## config.mk

```make
export PLATFORM = sky130hd
export DESIGN_NAME = keypad_scan_ctrl_flat
export DESIGN_NICKNAME = d
export VERILOG_FILES = /design/src/rtl/keypad_scan_ctrl_pkg.sv /design/src/rtl/keypad_scan_ctrl_if.sv /design/src/rtl/keypad_scan_ctrl_row_sync.sv /design/src/rtl/keypad_scan_ctrl.sv /design/src/flat_wrapper.sv
export SDC_FILE = /design/constraint.sdc
export NUM_CORES = 1
export LEC_CHECK = 0
export BUFFER_PORTS_ARGS = -buffer_cell sky130_fd_sc_hd__buf_2
export CAP_MARGIN = 25
export CORE_ASPECT_RATIO = 1.4
export CORE_MARGIN = 10
export CORE_UTILIZATION = 40
export DETAILED_ROUTE_END_ITERATION = 7
export PLACE_DENSITY = 0.53
export SLEW_MARGIN = 20
export SYNTH_ARGS = -nofsm -noshare
export SYNTH_HDL_FRONTEND = slang
export SYNTH_SLANG_ARGS = --single-unit
export TNS_END_PERCENT = 10
```

## constraint.sdc

```tcl
create_clock -name clk -period 2.15 [get_ports clk]
set_input_delay 0.43 -clock clk [delete_from_list [all_inputs] [get_ports clk]]
set_output_delay 0.43 -clock clk [all_outputs]
set_load 0.02 [all_outputs]
```

## src/rtl/keypad_scan_ctrl_pkg.sv

```systemverilog
// Shared types and helpers for the PmodKYPD scan controller: FSM states,
// the 5-bit key candidate encoding and the column/row to key-code map.
package keypad_pkg;

    typedef enum logic [2:0] {
        ST_IDLE,
        ST_DRIVE,
        ST_SETTLE,
        ST_SAMPLE,
        ST_EVAL
    } scan_state_e;

    typedef struct packed {
        logic       valid;
        logic [3:0] code;
    } cand_t;

    localparam cand_t NO_KEY = '{valid: 1'b0, code: 4'h0};

    // Key legend of the PmodKYPD, indexed by driven column and sensed row.
    function automatic logic [3:0] key_lookup(input logic [1:0] col, input logic [1:0] row);
        logic [3:0] code;
        case ({col, row})
            4'b00_00: code = 4'h1;
            4'b00_01: code = 4'h4;
            4'b00_10: code = 4'h7;
            4'b00_11: code = 4'h0;
            4'b01_00: code = 4'h2;
            4'b01_01: code = 4'h5;
            4'b01_10: code = 4'h8;
            4'b01_11: code = 4'hF;
            4'b10_00: code = 4'h3;
            4'b10_01: code = 4'h6;
            4'b10_10: code = 4'h9;
            4'b10_11: code = 4'hE;
            4'b11_00: code = 4'hA;
            4'b11_01: code = 4'hB;
            4'b11_10: code = 4'hC;
            default:  code = 4'hD;
        endcase
        return code;
    endfunction

    function automatic logic [3:0] col_drive(input logic [1:0] col);
        return ~(4'b0001 << col);
    endfunction

endpackage

```

## src/rtl/keypad_scan_ctrl_if.sv

```systemverilog
// Valid/ready key event channel from the keypad scanner to its consumer.
interface keypad_scan_ctrl_if;

    logic [3:0] key_code;
    logic       key_valid;
    logic       key_ready;
    logic       key_held;

    modport master (
        output key_code,
        output key_valid,
        output key_held,
        input  key_ready
    );

    modport slave (
        input  key_code,
        input  key_valid,
        input  key_held,
        output key_ready
    );

endinterface

```

## src/rtl/keypad_scan_ctrl_row_sync.sv

```systemverilog
// Two-flop synchronizer for the asynchronous, pulled-up keypad row lines.
module keypad_row_sync (
    input  logic       clk,
    input  logic       rst_n,
    input  logic [3:0] row_n_i,
    output logic [3:0] row_n_o
);

    logic [3:0] meta_q;
    logic [3:0] sync_q;

    // NOTE: sequential state uses non-blocking assignments so every flop
    // samples the pre-edge value of its neighbours.
    always_ff @(posedge clk or negedge rst_n) begin
        if (!rst_n) begin
            meta_q <= 4'b1111;
            sync_q <= 4'b1111;
        end else begin
            meta_q <= row_n_i;
            sync_q <= meta_q;
        end
    end

    assign row_n_o = sync_q;

endmodule

```

## src/rtl/keypad_scan_ctrl.sv

```systemverilog
// Sequenced 4x4 keypad scanner with whole-scan debounce and a single-entry
// valid/ready key event output. Define KEYPAD_REPEAT_EN to enable auto-repeat.
module keypad_scan_ctrl
    import keypad_pkg::*;
#(
    parameter int SETTLE_CYCLES  = 1000,
    parameter int DEBOUNCE_SCANS = 20,
    parameter int REPEAT_CYCLES  = 50_000_000
) (
    input  logic               clk,
    input  logic               rst_n,
    output logic [3:0]         col_n,
    input  logic [3:0]         row_n,
    keypad_scan_ctrl_if.master key_if
);

    if (SETTLE_CYCLES < 3 || DEBOUNCE_SCANS < 2 || REPEAT_CYCLES < 2) begin : g_param_check
        $error("keypad_scan_ctrl: parameter below its minimum");
    end

    localparam int              SW         = $clog2(SETTLE_CYCLES);
    localparam logic [SW-1:0]   SETTLE_END = SW'(SETTLE_CYCLES - 2);
    localparam int              DW         = $clog2(DEBOUNCE_SCANS + 1);
    localparam logic [DW-1:0]   DB_MAX     = DW'(DEBOUNCE_SCANS);
    localparam logic [DW-1:0]   DB_ONE     = DW'(1);

    scan_state_e   state_q;
    logic [1:0]    col_idx_q;
    logic [SW-1:0] settle_cnt_q;
    cand_t         scan_q;
    cand_t         cand_q;
    logic [DW-1:0] stable_cnt_q;
    logic [3:0]    col_n_q;
    logic [3:0]    code_q;
    logic          valid_q;
    logic          held_q;

    logic [3:0]    row_sync_n;
    logic [3:0]    row_hit;
    logic [1:0]    first_row;
    logic          eval_same;
    logic [DW-1:0] stable_d;
    logic          press_ok;
    logic          release_ok;
    logic          swap;

    keypad_row_sync u_row_sync (
        .clk     (clk),
        .rst_n   (rst_n),
        .row_n_i (row_n),
        .row_n_o (row_sync_n)
    );

    // NOTE: every always_comb output gets a default first so no path can
    // leave it unassigned and infer a latch.
    always_comb begin
        row_hit   = ~row_sync_n;
        first_row = 2'd3;
        if (row_hit[0])      first_row = 2'd0;
        else if (row_hit[1]) first_row = 2'd1;
        else if (row_hit[2]) first_row = 2'd2;

        eval_same = (scan_q == cand_q);
        if (!eval_same)                stable_d = DB_ONE;
        else if (stable_cnt_q == DB_MAX) stable_d = DB_MAX;
        else                           stable_d = stable_cnt_q + DB_ONE;

        press_ok   = scan_q.valid && (stable_d == DB_MAX) && !held_q;
        release_ok = !scan_q.valid && (stable_d == DB_MAX);
        // A jump straight to another key counts as a release of the old one.
        swap       = scan_q.valid && cand_q.valid && !eval_same;
    end

`ifdef KEYPAD_REPEAT_EN
    localparam int            RW       = $clog2(REPEAT_CYCLES);
    localparam logic [RW-1:0] RPT_LAST = RW'(REPEAT_CYCLES - 1);
    logic [RW-1:0]            rpt_cnt_q;
`endif

    always_ff @(posedge clk or negedge rst_n) begin
        if (!rst_n) begin
            state_q      <= ST_IDLE;
            col_idx_q    <= 2'd0;
            settle_cnt_q <= '0;
            scan_q       <= NO_KEY;
            cand_q       <= NO_KEY;
            stable_cnt_q <= '0;
            col_n_q      <= 4'b1111;
            code_q       <= 4'h0;
            valid_q      <= 1'b0;
            held_q       <= 1'b0;
`ifdef KEYPAD_REPEAT_EN
            rpt_cnt_q    <= '0;
`endif
        end else begin
            if (valid_q && key_if.key_ready) valid_q <= 1'b0;

`ifdef KEYPAD_REPEAT_EN
            if (!held_q || (state_q == ST_EVAL && !eval_same)) begin
                rpt_cnt_q <= '0;
            end else if (rpt_cnt_q == RPT_LAST) begin
                rpt_cnt_q <= '0;
                if (!valid_q) begin
                    code_q  <= cand_q.code;
                    valid_q <= 1'b1;
                end
            end else begin
                rpt_cnt_q <= rpt_cnt_q + 1'b1;
            end
`endif

            case (state_q)
                ST_IDLE: begin
                    col_idx_q <= 2'd0;
                    col_n_q   <= col_drive(2'd0);
                    scan_q    <= NO_KEY;
                    state_q   <= ST_DRIVE;
                end
                ST_DRIVE: begin
                    settle_cnt_q <= '0;
                    state_q      <= ST_SETTLE;
                end
                ST_SETTLE: begin
                    settle_cnt_q <= settle_cnt_q + 1'b1;
                    if (settle_cnt_q == SETTLE_END) state_q <= ST_SAMPLE;
                end
                ST_SAMPLE: begin
                    if (!scan_q.valid && (|row_hit)) begin
                        scan_q <= '{valid: 1'b1, code: key_lookup(col_idx_q, first_row)};
                    end
                    if (col_idx_q == 2'd3) begin
                        col_n_q <= 4'b1111;
                        state_q <= ST_EVAL;
                    end else begin
                        col_idx_q <= col_idx_q + 2'd1;
                        col_n_q   <= col_drive(col_idx_q + 2'd1);
                        state_q   <= ST_DRIVE;
                    end
                end
                ST_EVAL: begin
                    cand_q       <= scan_q;
                    stable_cnt_q <= stable_d;
                    if (press_ok) begin
                        held_q <= 1'b1;
                        if (!valid_q) begin
                            code_q  <= scan_q.code;
                            valid_q <= 1'b1;
                        end
                    end
                    if (release_ok || swap) held_q <= 1'b0;
                    scan_q    <= NO_KEY;
                    col_idx_q <= 2'd0;
                    col_n_q   <= col_drive(2'd0);
                    state_q   <= ST_DRIVE;
                end
                default: state_q <= ST_IDLE;
            endcase
        end
    end

    assign col_n            = col_n_q;
    assign key_if.key_code  = code_q;
    assign key_if.key_valid = valid_q;
    assign key_if.key_held  = held_q;

endmodule
```

## src/flat_wrapper.sv

```systemverilog
// flat-port wrapper written by rule: the top's interface ports become plain ports
module keypad_scan_ctrl_flat import keypad_pkg::*;
#(
    parameter int SETTLE_CYCLES  = 1000,
    parameter int DEBOUNCE_SCANS = 20,
    parameter int REPEAT_CYCLES  = 50_000_000
)
  (clk, rst_n, col_n, row_n, key_if_key_code, key_if_key_valid, key_if_key_held, key_if_key_ready);
  keypad_scan_ctrl_if key_if_i ();
  input  logic clk;
  input  logic rst_n;
  output logic [3:0] col_n;
  input  logic [3:0] row_n;
  output wire logic [$bits(key_if_i.key_code)-1:0] key_if_key_code;
  output wire logic [$bits(key_if_i.key_valid)-1:0] key_if_key_valid;
  output wire logic [$bits(key_if_i.key_held)-1:0] key_if_key_held;
  input wire logic [$bits(key_if_i.key_ready)-1:0] key_if_key_ready;
  assign key_if_key_code = key_if_i.key_code;
  assign key_if_key_valid = key_if_i.key_valid;
  assign key_if_key_held = key_if_i.key_held;
  assign key_if_i.key_ready = key_if_key_ready;
  keypad_scan_ctrl #(.SETTLE_CYCLES(SETTLE_CYCLES), .DEBOUNCE_SCANS(DEBOUNCE_SCANS), .REPEAT_CYCLES(REPEAT_CYCLES)) u_core (.clk(clk), .rst_n(rst_n), .col_n(col_n), .row_n(row_n), .key_if(key_if_i));
endmodule
```

==> results_dict.tcl <==
set metrics [dict create \
    status "finished clean" \
    finalWorstSetupSlack_ps 89.9 \
    antenna_found_initial 0 \
    synthCells 235 \
    skew_ps 6.77 \
    fin_nets 278 \
    worstPathRequired_ps 2350 \
    crit_type "register to register" \
    ys_types 42 \
    ys_seq_elements 48 \
    hold_class "input pin to asynchronous set/reset pin" \
    hold_violations 0 \
    slew_violations 0 \
    ctsRootBufferMaster "clkbuf_8" \
    initial_utilization 0.409 \
    clkTransAtPathRegs_ps 100 \
    grt_setup_unrepaired "yes" \
    end_kind "register" \
    grt_pass1_wl_mm 8.30 \
    drive_gt1_frac 0.239 \
    yosys_warnings 0 \
    power_density_nw_per_um2 599 \
    p_leak_nw 1.27 \
    startpoint_type "register" \
    layout_commonest_cell "dfrtp_1" \
    die-area_sq_um 9480 \
    wl_mm 4.65 \
    portBuffers 16 \
    postRouteAntennaNets 0 \
    ios 17 \
    place_ws_ps 62.5 \
    ys_top_cells_by_area "dfrtp_1, dfstp_2, o21ai_0, ha_1, nand2_1" \
    yosys.area.top_type "dfrtp_1" \
    gp_congestion 0.778 \
    gr-total-overflow 0 \
    synth_area_per_cell_sq_um 10.1 \
    cts_tree "done" \
    max-vdd-ir-drop_mv 0.373 \
    grt_max_degree 49 \
    drc 0 \
    n_antenna_cell 0 \
    area_growth_pct 14.9 \
    track_usage 0.104 \
    dpl_cell_area_sq_um 2580 \
    die_y_um 111 \
    clk-insertion-delay-late_ps 300 \
    fin_setup_tns_ps 0 \
    finalSetupViolations 0 \
    period_needed_ps 2060 \
    arrival_ps 2260 \
    cp_max_fo 5 \
    max_freq_ghz 0.485 \
    worst_pin_slew_ps 388 \
    drv_cap 0 \
    ctsHtreeMaxLevel 2 \
    ys_seq_area_frac 0.511 \
    final_area_sq_um 2740 \
    rows 33 \
    vias 1685 \
    yosysTopAreaCellShare 0.378 \
    clk_path_buf_depth 2 \
    vias_per_cell 5.12 \
    cts.sinks 48 \
    syn_area_sq_um 2380 \
    core_sq_um 5820 \
    wl_per_cell_um 14.1 \
    layout_common_cells "dfrtp_1, o21ai_0, nand2_1" \
    dpl.hpwl_mm 3.25 \
    grt_pass1_vias 1759 \
    drtIter0Drc 83 \
    chipWidth_um 85.2 \
    cts_buffers 5 \
    slew_headroom 0.741 \
    first_pass_iters 4 \
    finalCritPeriodShare 0.958 \
    syn-num-nets 255 \
]
layout make-up:
class / count / area, sq um
inverters: 14 / 52.6
fillers: 548 / 3090
multi-input cells: 164 / 1100
well taps: 70 / 87.6
clock buffers: 5 / 68.8
repair buffers: 25 / 160
clock inverters: 3 / 47.5
flip-flops and latches: 48 / 1220
registers in the layout, indices dropped and copies added, names as in the netlist:
register / flops
u_core.stable_cnt_q: 5
u_core.key_if.key_valid: 1
u_core.settle_cnt_q: 10
u_core.u_row_sync.row_n_o: 4
u_core.key_if.key_held: 1
u_core.key_if.key_code: 4
u_core.cand_q: 5
u_core.col_n: 4
u_core.u_row_sync.meta_q: 4
u_core.state_q: 3
u_core.col_idx_q: 2
u_core.scan_q: 5
per-layer routing:
layer,wire length (um),up-vias,global-route usage,part of all wire
li1,-,863,-,-
met1,2190,801,0.129,0.47
met2,2260,16,0.170,0.49
met3,127,5,0.0221,0.027
met4,74,0,0.0363,0.016
met5,0,-,0,0
worst paths after layout:
path | startpoint | endpoint | slack [ps] | cells past startpoint
setup / recovery | u_core.stable_cnt_q[0]$_DFFE_PN0N_ | u_core.key_if.key_code[2]$_DFFE_PN0P_ | 90 | 7
hold / removal | rst_n | u_core.stable_cnt_q[4]$_DFFE_PN0N_ | 80 | 2
setup reg to reg | u_core.stable_cnt_q[0]$_DFFE_PN0N_ | u_core.key_if.key_code[2]$_DFFE_PN0P_ | 90 | 7
hold reg to reg | u_core.u_row_sync.meta_q[1]$_DFF_PN1_ | u_core.u_row_sync.row_n_o[1]$_DFF_PN1_ | 360 | 0
max in group asynchronous | rst_n | u_core.u_row_sync.row_n_o[2]$_DFF_PN1_ | 1770 | 2
min in group clk | row_n[1] | u_core.u_row_sync.meta_q[1]$_DFF_PN1_ | 210 | 1
power breakdown:
part / internal, mW / switching (mW)
clock network: 0.351 / 0.322
logic: 0.0171 / 0.0302
registers: 0.916 / 0.00289
what timing repair did:
item	CTS	global route
setup endpoints to repair	0	4
buffers inserted	0	2
resized for setup	0	5
hold buffers	0	0
kinds of logic (layout without fill, tap and decap cells):
group,count (synthesis),in the layout,share of synthesized area
AOI/OAI and AO/OA,60,60,0.153
xor gates and xnor gates,9,9,0.0331
adders and majority gates,14,14,0.0725
buffers and inverters,23,47,0.0373
DFF,48,48,0.511
muxes,7,7,0.0368
and+or+nand+nor,74,74,0.156
through the flow:
step                hold WS (ps)  power (mW)  std cells  utilization
CTS                         95.8        1.67        327        0.463
global route                 109        1.70        329        0.470
global placement             345       0.985        319        0.443
detailed placement           347       0.985        319        0.443
finish                      80.1        1.64        329        0.470
floorplan                    134       0.953        235            -
cell usage after synthesis, drive strengths merged:
library cell  count
o21a              3
nand3            13
o21ai            33
a21boi            1
a21oi             9
mux2              4
a211oi            1
a22o              1
dfrtp            36
or2               1
clkbuf            7
and2              1
a31o              1
mux4              1
a211o             1
nand4b            1
nor3              5
inv              14
a311o             1
a21o              2
dfstp            12
maj3              1
nor2b             1
nand4             3
nand2b            3
mux2i             2
o31ai             4
nand2            31
a32oi             1
xor2              2
o22ai             2
xnor2             7
buf               2
nor2             10
and3              3
ha               13
nor4b             1
nor4              1
worst max-delay path, stage by stage, from the launching register on:
cell and delay [ps]:
dfrtp_1 430, inv_2 130, ha_4 230, o31ai_4 230
nand4_2 160, nor4_4 260, buf_4 180, mux2_2 330
(Power assumes the default switching activity.)
